===== src/rtl/audio_i2s_clkgen.sv =====
// I2S master-clock front end: divides XCK into BCK/LRCK, requests one stereo
// sample per frame and commits it to stable holding registers once per frame.
module audio_i2s_clkgen #(
  parameter int MCLK_DIV = 4,
  parameter int DW       = 24
) (
  input  logic          iAUD_XCK,
  input  logic          reset_reg_N,
  input  logic          i_enable,
  input  logic          i_sample_valid,
  input  logic [DW-1:0] i_lsample,
  input  logic [DW-1:0] i_rsample,
  output logic          o_sample_req,
  output logic          oAUD_BCK,
  output logic          oAUD_LRCK,
  output logic [DW-1:0] o_lsound_out,
  output logic [DW-1:0] o_rsound_out,
  output logic          o_underrun,
  output logic          o_overrun,
  output logic [7:0]    o_underrun_cnt
);

  localparam logic [7:0] DIV_LAST = 8'(MCLK_DIV - 1);

  logic [7:0]    div_cnt_q, div_cnt_d;
  logic [4:0]    bit_cnt_q, bit_cnt_d;
  logic          bck_q, bck_d;
  logic          lrck_q, lrck_d;
  logic          req_q, req_d;
  logic          pend_flag_q, pend_flag_d;
  logic [DW-1:0] pend_l_q, pend_l_d;
  logic [DW-1:0] pend_r_q, pend_r_d;
  logic [DW-1:0] out_l_q, out_l_d;
  logic [DW-1:0] out_r_q, out_r_d;
  logic          under_q, under_d;
  logic          over_q, over_d;
  logic [7:0]    under_cnt_q, under_cnt_d;

  logic div_tc;
  logic bck_fall;
  logic commit;

  assign div_tc   = (div_cnt_q == DIV_LAST);
  assign bck_fall = i_enable && div_tc && bck_q;
  // Commit mid-way through the left half so both channels of a frame match.
  assign commit   = bck_fall && (bit_cnt_q == 5'd15) && !lrck_q;

  // Handshake: o_sample_req is a one-cycle request; the synth answers later
  // with a one-cycle i_sample_valid strobe carrying the L/R pair. There is no
  // backpressure: a second strobe before the commit overwrites the first.
  always_comb begin
    div_cnt_d   = div_cnt_q;
    bit_cnt_d   = bit_cnt_q;
    bck_d       = bck_q;
    lrck_d      = lrck_q;
    req_d       = 1'b0;
    pend_flag_d = pend_flag_q;
    pend_l_d    = pend_l_q;
    pend_r_d    = pend_r_q;
    out_l_d     = out_l_q;
    out_r_d     = out_r_q;
    under_d     = 1'b0;
    over_d      = 1'b0;
    under_cnt_d = under_cnt_q;

    if (i_enable) begin
      if (div_tc) begin
        div_cnt_d = 8'd0;
        bck_d     = ~bck_q;
      end else begin
        div_cnt_d = div_cnt_q + 8'd1;
      end
      if (bck_fall) begin
        bit_cnt_d = bit_cnt_q + 5'd1;
        if (bit_cnt_q == 5'd31) begin
          lrck_d = ~lrck_q;
          req_d  = !lrck_q;
        end
      end
    end else begin
      div_cnt_d = 8'd0;
      bit_cnt_d = 5'd0;
      bck_d     = 1'b0;
      lrck_d    = 1'b0;
    end

    if (commit) begin
      if (i_sample_valid) begin
        out_l_d     = i_lsample;
        out_r_d     = i_rsample;
        pend_flag_d = 1'b0;
      end else if (pend_flag_q) begin
        out_l_d     = pend_l_q;
        out_r_d     = pend_r_q;
        pend_flag_d = 1'b0;
      end else begin
        under_d = 1'b1;
        if (under_cnt_q != 8'hFF) under_cnt_d = under_cnt_q + 8'd1;
      end
    end else if (i_sample_valid) begin
      pend_l_d    = i_lsample;
      pend_r_d    = i_rsample;
      pend_flag_d = 1'b1;
      over_d      = pend_flag_q;
    end
  end

  always_ff @(posedge iAUD_XCK or negedge reset_reg_N) begin
    if (!reset_reg_N) begin
      div_cnt_q   <= '0;
      bit_cnt_q   <= '0;
      bck_q       <= 1'b0;
      lrck_q      <= 1'b0;
      req_q       <= 1'b0;
      pend_flag_q <= 1'b0;
      pend_l_q    <= '0;
      pend_r_q    <= '0;
      out_l_q     <= '0;
      out_r_q     <= '0;
      under_q     <= 1'b0;
      over_q      <= 1'b0;
      under_cnt_q <= '0;
    end else begin
      div_cnt_q   <= div_cnt_d;
      bit_cnt_q   <= bit_cnt_d;
      bck_q       <= bck_d;
      lrck_q      <= lrck_d;
      req_q       <= req_d;
      pend_flag_q <= pend_flag_d;
      pend_l_q    <= pend_l_d;
      pend_r_q    <= pend_r_d;
      out_l_q     <= out_l_d;
      out_r_q     <= out_r_d;
      under_q     <= under_d;
      over_q      <= over_d;
      under_cnt_q <= under_cnt_d;
    end
  end

  assign o_sample_req   = req_q;
  assign oAUD_BCK       = bck_q;
  assign oAUD_LRCK      = lrck_q;
  assign o_lsound_out   = out_l_q;
  assign o_rsound_out   = out_r_q;
  assign o_underrun     = under_q;
  assign o_overrun      = over_q;
  assign o_underrun_cnt = under_cnt_q;

endmodule

===== config.mk =====
export PLATFORM = sky130hd
export DESIGN_NAME = audio_i2s_clkgen
export DESIGN_NICKNAME = d
export VERILOG_FILES = /design/src/rtl/audio_i2s_clkgen.sv
export SDC_FILE = /design/constraint.sdc
export NUM_CORES = 1
export LEC_CHECK = 0
export BUFFER_PORTS_ARGS = -buffer_cell sky130_fd_sc_hd__buf_2
export CAP_MARGIN = 10
export CORE_ASPECT_RATIO = 0.75
export CORE_UTILIZATION = 48
export DETAILED_ROUTE_END_ITERATION = 12
export GPL_TIMING_DRIVEN = 0
export PLACE_DENSITY = 0.72
export SYNTH_ARGS = -nofsm -noshare
export SYNTH_HDL_FRONTEND = slang
export SYNTH_SLANG_ARGS = --single-unit

===== constraint.sdc =====
create_clock -name iAUD_XCK -period 4.1 [get_ports iAUD_XCK]
set_clock_uncertainty 0.05 [all_clocks]
set_input_delay 0.615 -clock iAUD_XCK [delete_from_list [all_inputs] [get_ports iAUD_XCK]]
set_output_delay 0.615 -clock iAUD_XCK [all_outputs]
set_load 0.02 [all_outputs]

## Word-level counts from Yosys, hierarchy flattened

Cells that the tools add are included.

- Register bits: 123
- Bits of input ports: 52
- Logic and storage cells: 62

- $add $sub $neg: 3
- Eq/ne operators: 7
- Mux-type cells: 23
- Bitwise logic cells: 5
- Reductions and logical operators: 11

Operator list:

| kind | count |
|---|---|
| 24-bit two-way mux | 4 |
| 8-bit by 1-bit adder with 8-bit output, second input constant | 2 |
| 8-bit two-way mux | 2 |
| 1-bit two-way mux | 15 |
| 5-bit two-way mux | 2 |
| 8-bit by 2-bit equality test with 1-bit output, second input constant | 1 |
| 8-bit != test, second input constant | 1 |
| 2-bit by 1-bit != test with 1-bit output, second input constant | 3 |
| 2-bit AND reduction | 3 |
| 5-bit by 1-bit adder with 5-bit output, second input constant | 1 |
| 5-bit by 4-bit equality test with 1-bit output, second input constant | 1 |
| 5-bit equality test, second input constant | 1 |
| 1-bit inverter | 5 |
| 1-bit logical AND | 4 |
| 4-bit AND reduction | 1 |
| 2-bit nonzero test | 2 |
| 1-bit logical NOT | 1 |

## Depth between registers and ports, before layout

- Depth after elaboration: 7
- Gate-level depth with buffers: 9
- Mapped depth without buffers: 7

## Worst setup path after synthesis

Ideal clock, no wire load.

- Kind: register -> register
- Start: register bit_cnt_q[0]
- End: register pend_l_q[6]
- Arrival time: 1.915 ns
- Data required time: 3.923 ns
- Path slack: 2.008 ns
- Cell stages (with the launch flop): 10
- Buffers on the path: 2
- Clock period less this slack: 2.092 ns
- Cells stage by stage: dfrtp_1 -> ha_1 -> and3_1 -> ha_1 -> and4b_1 -> nand3_1 -> nand2_1 -> buf_6 -> buf_6 -> mux2_1

- Cells in the longest elaborated chain, start to end: 5

Ends and longest elaborated chain:

| item | line | RTL |
|---|---|---|
| start, declared | 26 | `logic [4:0] bit_cnt_q, bit_cnt_d;` |
| start signal, assigned | 125 | `bit_cnt_q <= bit_cnt_d;` |
| 5-bit by 4-bit equality test with 1-bit output | 46 | `assign commit = bck_fall && (bit_cnt_q == 5'd15) && !lrck_q;` |
| 1-bit logical AND (2 in a row) | 46 |  |
| 1-bit inverter (no source line) | - |  |
| 2-bit AND reduction (no source line) | - |  |
| end signal, assigned | 130 | `pend_l_q <= pend_l_d;` |
| end, declared | 31 | `logic [DW-1:0] pend_l_q, pend_l_d;` |

No other way between the ends.
A chain may end at the register's enable or synchronous reset.

## Final worst setup path

- Start: register div_cnt_q[0]
- End: register under_cnt_q[7], in the netlist o_underrun_cnt[7]

- Cells in the longest elaborated chain, start to end: 6

Ends and longest elaborated chain:

| item | line | RTL |
|---|---|---|
| start, declared | 25 | `logic [7:0] div_cnt_q, div_cnt_d;` |
| start signal, assigned | 124 | `div_cnt_q <= div_cnt_d;` |
| 8-bit by 2-bit equality test with 1-bit output | 43 | `assign div_tc = (div_cnt_q == DIV_LAST);` |
| 1-bit logical AND (2 in a row) | 44 | `assign bck_fall = i_enable && div_tc && bck_q;` |
| 1-bit logical AND (2 in a row) | 46 |  |
| 4-bit AND reduction (no source line) | - |  |
| end signal, assigned | 136 | `under_cnt_q <= under_cnt_d;` |
| end, declared | 37 | `logic [7:0] under_cnt_q, under_cnt_d;` |

No other way between the ends.

==> out/qor.yml <==
logic_synthesis:
  syn_area_um2: 5260
  synth_area_per_cell_um2: 12.3
  synthCells: 429
  yosysSeqAreaShare_pct: 58.6
  yosysUniqueCellTypes: 32
  syn-num-nets: 486
  yosys_register_bits: 123
  yosys_warnings: 0
global_routing:
  grt_max_degree: 70
  antenna_found_initial: 1
  grt_pass1_wl_mm: 19.1
  grt_use_total_pct: 22.5
  grt_pass1_vias: 3949
  overflow: 0
power:
  power_density_nw_per_um2: 456
  comb_power_share_pct: 6.6
  switching_share_pct: 21.0
  p_seq_share_pct: 43.0
  power_mw: 3.02
  leakagePower_nw: 3.37
  ir_worst_vdd_uv: 290
  p_clk_share_pct: 50.4
  power.internal_mw: 2.38
  switchingPower_mw: 0.634
placement:
  dp_hpwl_mm: 8.04
  dp_slack_ns: 1.71
  gp_congestion: 0.733
  dp_cells: 677
  portBuffers: 111
die:
  start_util_pct: 50.3
  die_width_um: 123
  rows: 32
  dieArea_um2: 11400
  io_pins: 113
  fp.dieH_um: 92.6
  core_area_um2: 10500
clocking:
  cts_tree: "built"
  cts-resized-gates: 0
  clock_sinks: 123
  post-cts-setup-buffers: 0
  cts_max_level: 4
  cts_made_buffers: 17
  cts-hold-fix-buffers: 0
  clockBufferDepth: 2
  path_clk_slew_ns: 0.05
  clkLatencyLatePin_ns: 0.40
  cts_root_buf: "clkbuf_16"
timing:
  relSlewSlack_pct: 43.9
  hold_violations: 0
  fin_crit_ns: 2.45
  finalSetupViolations: 0
  worst_pin_slew_ns: 0.842
  final.setup.tns_ns: 0
  fin_crit_sh_pct: 59.8
  slew_viol_final: 0
  fmax_mhz: 408
  rsz0062_at_grt: "no"
  finalWorstSetupSlack_ns: 1.65
min_path:
  min_path_type: "input port to async pin"
critical_path:
  arrival_ns: 2.69
  slowest_stage: "nor3b_2"
  slowest_delay_ns: 0.47
  worstSetupStartpointType: "flip-flop"
  r2r.worst_path.cells: 5
  crit_required_ns: 4.34
  cp-end-kind: "flip-flop"
  cp_max_fo: 8
  critPathKind: "flip-flop to flip-flop"
  path_cells: "ha_1 -> nor3b_2 -> nand4_1 -> nor3_1 -> mux2_2"
finish:
  synthToLayoutAreaGrowth_pct: 25.9
  nets: 617
  mostFrequentLayoutCell: "dfrtp_1"
  insertedDiodeCount: 0
  drive_above_1_share_pct: 36.0
  fin_cells: 708
  final_cell_mix: "dfrtp_1 (123), buf_2 (117), nand2_1 (59)"
run:
  maxCapViolations: 0
routing:
  wl_mm: 11.6
  firstDrtPassIters: 4
  viasPerCell: 5.25
  wl_per_cell_um: 16.4
  drt_iter0_drc: 164
  ant_nets: 0
  drc: 0
  vias: 3716
outcome:
  outcome: "finished, final reports clean"
-- worst max-delay path, delay by kind of cell, from the launching register on --
| kind | cells | cell delay, ns |
|---|---|---|
| AND/OR/NAND/NOR | 3 | 1.26 |
| flip-flops | 1 | 0.41 |
| multiplexers | 1 | 0.37 |
| adder cells (fa/ha/maj) | 1 | 0.26 |
-- flip-flops by register name, indices dropped and copies added (netlist names) --
signal / cells
bit_cnt_q: 5
div_cnt_q: 8
oAUD_BCK: 1
oAUD_LRCK: 1
o_lsound_out: 24
o_overrun: 1
o_rsound_out: 24
o_sample_req: 1
o_underrun: 1
o_underrun_cnt: 8
pend_flag_q: 1
pend_l_q: 24
pend_r_q: 24
-- area by class of cell --
class | instances | area (µm²)
Buffer | 22 | 121
Timing Repair Buffer | 112 | 589
Multi-Input combinational cell | 283 | 2050
Clock buffer | 24 | 492
Clock inverter | 7 | 113
Fill cell | 850 | 3830
Inverter | 1 | 3.75
Sequential cell | 123 | 3080
Tap cell | 136 | 170
-- path summary, 6_finish.rpt --
kind | startpoint | to | slack (ns)
setup / recovery | div_cnt_q[0] | o_underrun_cnt[7] | 1.65
hold / removal | reset_reg_N | o_lsound_out[17] | 0.11
setup reg to reg | div_cnt_q[0] | o_underrun_cnt[7] | 1.65
hold reg to reg | o_lsound_out[2] | o_lsound_out[2] | 0.42
max in group asynchronous | reset_reg_N | pend_r_q[5] | 3.18
min in group iAUD_XCK | i_lsample[6] | pend_l_q[6] | 0.39
-- cell families (layout without fill, tap and decap cells) --
group	after synthesis	in the layout	synth area share [%]
flops	123	123	58.6
compound gates	52	52	5.05
mux	101	101	20.4
fa+ha+maj	5	5	1.19
xor+xnor	13	13	2.17
buf+inv	23	166	2.38
simple gates	112	112	10.2
-- layer usage --
metal	up-vias	share of wire (%)	GRT usage [%]
li1	1757	-	-
met2	107	48	36.2
met4	0	1.2	10.1
met5	-	0	0
met3	13	6.0	5.85
met1	1839	45	28.4
-- per-stage QoR --
step	hold slack, ns	util (%)	area [µm²]
floorplan	0.269	-	5260
detailed placement	0.415	57.6	6020
CTS	0.116	63.4	6620
global placement	0.406	57.2	5980
finish	0.112	63.4	6620
global route	0.132	63.4	6620
-- synth_stat cells --
master    instances  area (µm²)
buf_4             2        15.0
a21boi_0          1        7.51
xor2_1            9        78.8
nand2b_1          2        12.5
nor2_1           11        41.3
nor3_1            5        25.0
nor2b_1           1        6.26
mux2i_1          50         500
a21oi_1           1        5.00
nand3_1          14        70.1
nor3b_2           1        12.5
dfrtp_1         123        3080
xnor2_1           4        35.0
and3_1            5        31.3
and2_1            3        18.8
ha_1              5        62.6
nor3b_1           2        15.0
nand4_1           4        25.0
buf_2             7        35.0
and4b_1           1        10.0
buf_6             3        33.8
and4_2            1        10.0
clkbuf_1         10        37.5
nand2_1          59         221
mux2_1            1        11.3
nor4_4            1        21.3
nand4b_1          1        8.76
o21ai_0          49         245
o21a_1            1        7.51
and3_2            1        7.51
mux2_2           50         563
inv_1             1        3.75
-- power by group through the flow --
| stage | registers, mW | logic [mW] | clock network, mW |
|---|---|---|---|
| 3_5_place_dp | 1.32 | 0.201 | 0 |
| 4_1_cts | 1.30 | 0.203 | 1.55 |
| 5_1_grt | 1.30 | 0.222 | 1.60 |
| 2_1_floorplan | 1.31 | 0.118 | 0 |
| 3_3_place_gp | 1.31 | 0.188 | 0 |
| 6_report | 1.30 | 0.200 | 1.52 |
No activity file was read; power rests on OpenSTA's default activity.
